File: src/rtl/inst_register_pkg.sv
// Shared defaults, the instruction word type and the power-on instruction table for inst_register.
// The optional write port is enabled with the macro INST_REGISTER_WRITE_EN.
package inst_register_pkg;

    localparam int DATA_W_DEF = 32;
    localparam int DEPTH_DEF  = 16;
    localparam int ADDR_W_DEF = $clog2(DEPTH_DEF);

    typedef logic [DATA_W_DEF-1:0] inst_word_t;

    localparam inst_word_t INST_INIT [DEPTH_DEF] = '{
        32'hC0DE_0000, 32'hC0DE_0001, 32'hC0DE_0002, 32'hC0DE_0003,
        32'hC0DE_0004, 32'hC0DE_0005, 32'hC0DE_0006, 32'hC0DE_0007,
        32'hC0DE_0008, 32'hC0DE_0009, 32'hC0DE_000A, 32'hC0DE_000B,
        32'hC0DE_000C, 32'hC0DE_000D, 32'hC0DE_000E, 32'hC0DE_000F
    };

    // Entries beyond the table follow the same tag-plus-index pattern.
    function automatic inst_word_t inst_init_word(input int unsigned idx);
        inst_word_t word;
        if (idx < DEPTH_DEF) begin
            word = INST_INIT[idx[ADDR_W_DEF-1:0]];
        end else begin
            word = 32'hC0DE_0000 | idx;
        end
        return word;
    endfunction

endpackage

File: src/rtl/inst_register_array.sv
// Instruction storage with combinational read port; ROM of INST_INIT by default,
// writable register file (restored to INST_INIT on reset) when INST_REGISTER_WRITE_EN is defined.
module inst_register_array
    import inst_register_pkg::*;
#(
    parameter int DATA_W = DATA_W_DEF,
    parameter int DEPTH  = DEPTH_DEF,
    parameter int ADDR_W = ADDR_W_DEF
) (
`ifdef INST_REGISTER_WRITE_EN
    input  logic              clock,
    input  logic              reset_n,
    input  logic              wr_en,
    input  logic [DATA_W-1:0] wr_data,
`endif
    input  logic [ADDR_W-1:0] rd_addr,
    output logic [DATA_W-1:0] rd_data
);

    logic [DATA_W-1:0] entry_w [DEPTH];

    genvar gi;
    generate
        for (gi = 0; gi < DEPTH; gi++) begin : g_entry
`ifdef INST_REGISTER_WRITE_EN
            logic [DATA_W-1:0] entry_q;

            // Address port is shared with the read side; an address past DEPTH matches no entry.
            always_ff @(posedge clock or negedge reset_n) begin
                if (!reset_n) begin
                    entry_q <= DATA_W'(inst_init_word(gi));
                end else if (wr_en && (rd_addr == ADDR_W'(gi))) begin
                    entry_q <= wr_data;
                end
            end

            assign entry_w[gi] = entry_q;
`else
            assign entry_w[gi] = DATA_W'(inst_init_word(gi));
`endif
        end
    endgenerate

    // Unmatched addresses (only possible for non-power-of-two DEPTH) read as zero.
    always_comb begin
        rd_data = '0;
        for (int i = 0; i < DEPTH; i++) begin
            if (rd_addr == ADDR_W'(i)) begin
                rd_data = entry_w[i];
            end
        end
    end

endmodule

File: src/rtl/inst_register.sv
// Registered instruction fetch: dataout loads entry[address] on enabled clock edges, cleared by async reset.
// Defining INST_REGISTER_WRITE_EN adds wr_en/wr_data with read-before-write semantics.
module inst_register
    import inst_register_pkg::*;
#(
    parameter int DATA_W = DATA_W_DEF,
    parameter int DEPTH  = DEPTH_DEF,
    parameter int ADDR_W = ADDR_W_DEF
) (
    output logic [DATA_W-1:0] dataout,
    input  logic              enable,
    input  logic              clock,
    input  logic [ADDR_W-1:0] address,
    input  logic              reset_n
`ifdef INST_REGISTER_WRITE_EN
    ,
    input  logic              wr_en,
    input  logic [DATA_W-1:0] wr_data
`endif
);

    logic [DATA_W-1:0] rd_data;
    logic [DATA_W-1:0] dataout_q;
    logic [DATA_W-1:0] dataout_d;

    inst_register_array #(
        .DATA_W (DATA_W),
        .DEPTH  (DEPTH),
        .ADDR_W (ADDR_W)
    ) u_array (
`ifdef INST_REGISTER_WRITE_EN
        .clock   (clock),
        .reset_n (reset_n),
        .wr_en   (wr_en),
        .wr_data (wr_data),
`endif
        .rd_addr (address),
        .rd_data (rd_data)
    );

    // rd_data reflects pre-edge contents, so a same-edge write is seen only by later reads.
    always_comb begin
        dataout_d = dataout_q;
        if (enable) begin
            dataout_d = rd_data;
        end
    end

    always_ff @(posedge clock or negedge reset_n) begin
        if (!reset_n) begin
            dataout_q <= '0;
        end else begin
            dataout_q <= dataout_d;
        end
    end

    assign dataout = dataout_q;

endmodule

File: config.mk
export PLATFORM = sky130hd
export DESIGN_NAME = inst_register
export DESIGN_NICKNAME = d
export VERILOG_FILES = /design/src/rtl/inst_register_pkg.sv /design/src/rtl/inst_register_array.sv /design/src/rtl/inst_register.sv
export SDC_FILE = /design/constraint.sdc
export NUM_CORES = 1
export LEC_CHECK = 0
export CAP_MARGIN = 30
export CELL_PAD_IN_SITES_DETAIL_PLACEMENT = 1
export CELL_PAD_IN_SITES_GLOBAL_PLACEMENT = 1
export CORE_ASPECT_RATIO = 1.4
export CORE_MARGIN = 5
export CORE_UTILIZATION = 16
export DETAILED_ROUTE_END_ITERATION = 8
export GPL_ROUTABILITY_DRIVEN = 0
export HOLD_SLACK_MARGIN = 0.02
export PLACE_DENSITY = 0.79
export SETUP_SLACK_MARGIN = 0.02
export SLEW_MARGIN = 20
export SYNTH_ARGS = -nofsm -noshare
export SYNTH_HDL_FRONTEND = slang
export SYNTH_SLANG_ARGS = --single-unit
File: constraint.sdc
create_clock -name clock -period 0.8 [get_ports clock]
set_input_delay 0.16 -clock clock [delete_from_list [all_inputs] [get_ports clock]]
set_output_delay 0.16 -clock clock [all_outputs]
set_load 0.1 [all_outputs]
Yosys cells after proc, flatten, opt, wreduce, memory -nomap -nowiden --
Cells that the tools add are included. Widths: inputs -> output; s select.
Storage, ports and cells: bits in registers 32, latch bits 0, bits in writable memories 0, bits in read-only memories 0, input port bits 7, output and inout port bits 32, word-level logic and storage cells 33, memories kept 0
Operators by class: add/sub/neg operators 0, multipliers 0, div/mod/pow operators 0, order comparisons 0, eq/ne operators 15, shift operators 0, multiplexer cells 16, bitwise gates (word level) 0, reductions and logical operators 1
Operators with widths (count):
- $mux 32 | 16
- $eq 4x4->1 const B | 8
- $eq 4x3->1 const B | 4
- $eq 4x2->1 const B | 2
- $eq 4x1->1 const B | 1
- $logic_not 4->1 | 1

Depth between registers and ports, before layout --
depth after elaboration 17, gate-level depth with buffers 1

By module --
A second synthesis with hierarchy kept.
Second synthesis, totals: cell total of the unflattened synthesis 102, area total of the unflattened synthesis 1577.8 sq um
By module, submodules not included:
- inst_register | instances 1, cells an instance 68, area an instance 1345.0 sq um
- inst_register_array | instances 1, cells an instance 34, area an instance 232.7 sq um

Worst setup path before layout --
Ideal clock, no wire load.
path kind register to output, start reg, netlist name dataout[30], end out dataout[18], arrival time 1433 ps, required time 640 ps, slack -793 ps, stages on the path, launching flop included 2, path buffers 1, path through dfrtp_1 -> buf_4
RTL lines:
- end, declared | line inst_register.sv:10 | output logic [DATA_W-1:0] dataout,

Worst setup path in the final report --
start reg dataout_q[30], in the netlist dataout[30], end out dataout[30]
RTL lines:
- start, declared | line inst_register.sv:23 | logic [DATA_W-1:0] dataout_q;
- start signal, assigned | line inst_register.sv:53 | dataout_q <= dataout_d;
No word-level cell between the ends.

==> results summary <==
The setup slack of the most critical reg-to-reg path is -220 ps. In this run the worst path has a maximum fanout of 9. The tightest min-delay check is of the input port to asynchronous set/reset pin type.

For this run, the number of standard cells in the final layout without fillers is 76. Across the routed clock network, the largest skew measured is 0 ps. For this block, the routed nets add up to 843 um of wire. Measured along the y axis, the die boundary spans 67.88 um. The leakage power came out at 0.3067 nW.

The setup total negative slack is -4716 ps. The part of the power in registers came out at 23.6%. The flip-flop and latch count after synthesis is 5. Clock-pin slew was measured on the worst setup and hold paths at 40 ps.

Summed over all instances, the cell type with the most area after synthesis is sky130_fd_sc_hd__buf_4. The layout has 248 filler cells. In this run, distinct cell masters in the synthesized netlist total 5. The number of placed I/O pins came out at 39. The category of cells accounting for the largest share of critical-path delay is flip-flops.

In the routed design, unresolved DRC markers number 0. In this run, the combinational gates consume 54.7% of the power. The endpoint identified for the worst register-to-register timing path is dataout[30]. The analysis attributes to net switching a power of 0.7108 mW. The type of element launching the critical path is a flop.

The cell area after layout is 639.4 sq um. The number of buffers and inverters on the critical path is 1. Across the VDD grid, the largest voltage drop is 0.5830 mV. The data arrival time of the critical path came out at 1030 ps.

The number of violations of the max-capacitance limit is 0. In this run, post-CTS hold repair placed 0 buffers. The via count of the first global-routing pass is 229. The mean instance size in the synthesized netlist is 10.08 sq um. The share of the synthesized area in the top cell type is 52.94%. The final antenna diode count is 0. The count of vias placed by the detailed router is 238. In this run, the number of DRC markers left after iteration 0 of detailed routing was 0. The internal power summed over all cells came out at 0.6074 mW. The instance count of the mapped netlist came out at 38.

The part of the total power dissipated in the clock network came out at 21.7%. The data required time at the worst endpoint came out at 640 ps. The critical path's largest stage delay is 580 ps. The number of flip-flops in the largest register is 5.

For this run, the total global-route usage over all layers was measured as 4.725%. For this design, the sink count on the clock tree is 5. From synthesis to final layout, the design area changed by 66.99%. The area of the mapped netlist came out at 382.9 sq um. The hold violation total from the final report is 0. The power per cell area is 2062 mW/mm^2. The share of layout cells above drive strength 1 is 49.06%. The number of levels in the clock H-tree is 1. The first global-routing pass estimated 1090 um of wire. The number of buffers inserted by port buffering came out at 18. The net total in the final layout came out at 61. Setup repair after global routing could not meet its margin everywhere. In this run the critical register-to-register path is launched from dataout[30].

The detail-routed net length per standard cell came out at 11.09 um. The full die area came out at 0.003485 sq mm. The number of standard-cell rows in the floorplan came out at 21.

The checks that failed: setup timing. In this run, CTS created clock tree buffers numbering 3. The via-per-instance ratio came out at 3.132. The worst setup path is captured at an output port. The cell with the largest stage delay on the worst path is sky130_fd_sc_hd__dfrtp_4. The switching power as a share of total power is 53.92%. For this run, the register share of the synthesized area comes to 32.68%.

The critical path goes through buf_12. The final worst-path setup slack is -388.5 ps. TritonCTS built the clock tree.

The effective utilization at floorplan is 16.37%. The worst-case clock buffer depth came out at 2. The number of cells traversed by the worst register-to-register path came out at 1.

In the post-synthesis netlist, the biggest area contributors are sky130_fd_sc_hd__buf_4 (53%), sky130_fd_sc_hd__dfrtp_1 (33%), sky130_fd_sc_hd__mux2_2 (12%). The minimum clock period is 1188 ps. The flow ran to the end, but the final reports show violations. The largest net degree at the start of global routing came out at 10. For this run, the number of Yosys warnings is 0. From left edge to right edge, the die measures 51.34 um. The final critical path takes up 148.6% of the cycle.

The number of pins with negative max-slew slack in the final report is 0. The count of nets left with antenna violations once routing finished came out at 0. The number of antenna violations at the first check in global routing is 0. The classification of the worst setup path is flop to output port. For this run, the top clock speed supported by timing is 841.4 MHz. The cell count after placement came out at 71. For this run, the detailed router's first-pass iteration total came to 1. The core region is 0.002338 sq mm. The cell chosen for the clock root is sky130_fd_sc_hd__clkbuf_4. Summed over all layers, the global routing overflow is 0. The final-report setup violation count came out at 17. The later pin in the worst-skew pair is clocked with a latency of 240 ps. The total cell area at the placement stage is 599.3 sq um.
## cells in the mapped netlist, drive strengths merged
master   n
mux2     4
buf     27
conb     1
or2      1
dfrtp    5
## layout make-up
class                           instances  area [sq um]  share of cell area, %
Clock buffer                            4         26.28                  4.110
Tap cell                               23         28.78                  4.501
Multi-Input combinational cell         25         130.1                  20.35
Sequential cell                         5         143.9                  22.50
Timing Repair Buffer                   19         310.3                  48.53
## what timing repair did
| item | CTS | global route |
|---|---|---|
| setup endpoints to repair | 17 | 17 |
| gates resized for setup | 3 | 0 |
| cloned | 0 | 0 |
| setup buffers | 1 | 0 |
## routing by layer
metal	GRT usage [%]	wire, um	share of wire [%]	vias to the layer above
li1	-	-	-	100
met2	9.355	432	51	33
met5	0	0	0	-
met3	2.614	160	19	2
met4	4.918	5	0.59	0
met1	2.510	245	29	103
## through the flow
stage	hold slack, ps	setup WS, ps	util (%)	power (mW)
2_1_floorplan	-135.6	-297.2	-	0.9574
3_3_place_gp	392.6	-401.9	25.63	1.020
3_5_place_dp	413.4	-426.5	25.63	1.025
4_1_cts	152.6	-406.2	27.34	1.341
5_1_grt	165.7	-413.3	27.34	1.370
6_report	156.8	-388.5	27.34	1.318
## power by group through the flow
| stage | Sequential, mW | Combinational (mW) | Clock [mW] |
|---|---|---|---|
| 2_1_floorplan | 0.454 | 0.503 | 0 |
| 3_3_place_gp | 0.315 | 0.705 | 0 |
| 3_5_place_dp | 0.317 | 0.708 | 0 |
| 4_1_cts | 0.312 | 0.722 | 0.307 |
| 5_1_grt | 0.314 | 0.734 | 0.323 |
| 6_report | 0.311 | 0.722 | 0.285 |
## cells in the final DEF, fill, tap and decap left out
| master | n |
|---|---|
| sky130_fd_sc_hd__dlygate4sd2_1 | 1 |
| sky130_fd_sc_hd__buf_6 | 1 |
| sky130_fd_sc_hd__conb_1 | 20 |
| sky130_fd_sc_hd__dfrtp_4 | 5 |
| sky130_fd_sc_hd__clkdlybuf4s50_1 | 5 |
| sky130_fd_sc_hd__buf_12 | 12 |
| sky130_fd_sc_hd__mux2_2 | 3 |
| sky130_fd_sc_hd__mux2_4 | 1 |
| sky130_fd_sc_hd__clkbuf_4 | 3 |
| sky130_fd_sc_hd__or2_2 | 1 |
| sky130_fd_sc_hd__clkbuf_1 | 1 |
## cells by family (layout without fill, tap and decap cells)
group                  after synthesis  in the layout  share of synthesized area [%]
DFF                                  5              5                          32.68
other                                1             20                         0.9795
and+or+nand+nor                      1              1                          1.635
muxes                                4              4                          11.76
buffers and inverters               27             23                          52.94
## worst max-delay path by stage
stage,cells after the start,to,start
final,1,dataout[30],dataout[30]
after global routing,1,dataout[30],dataout[30]
after CTS,1,dataout[30],dataout[30]
after detailed placement,2,dataout[0],enable
after global placement,2,dataout[2],enable
after floorplan,1,dataout[18],dataout[30]
(Power assumes the default switching activity.)
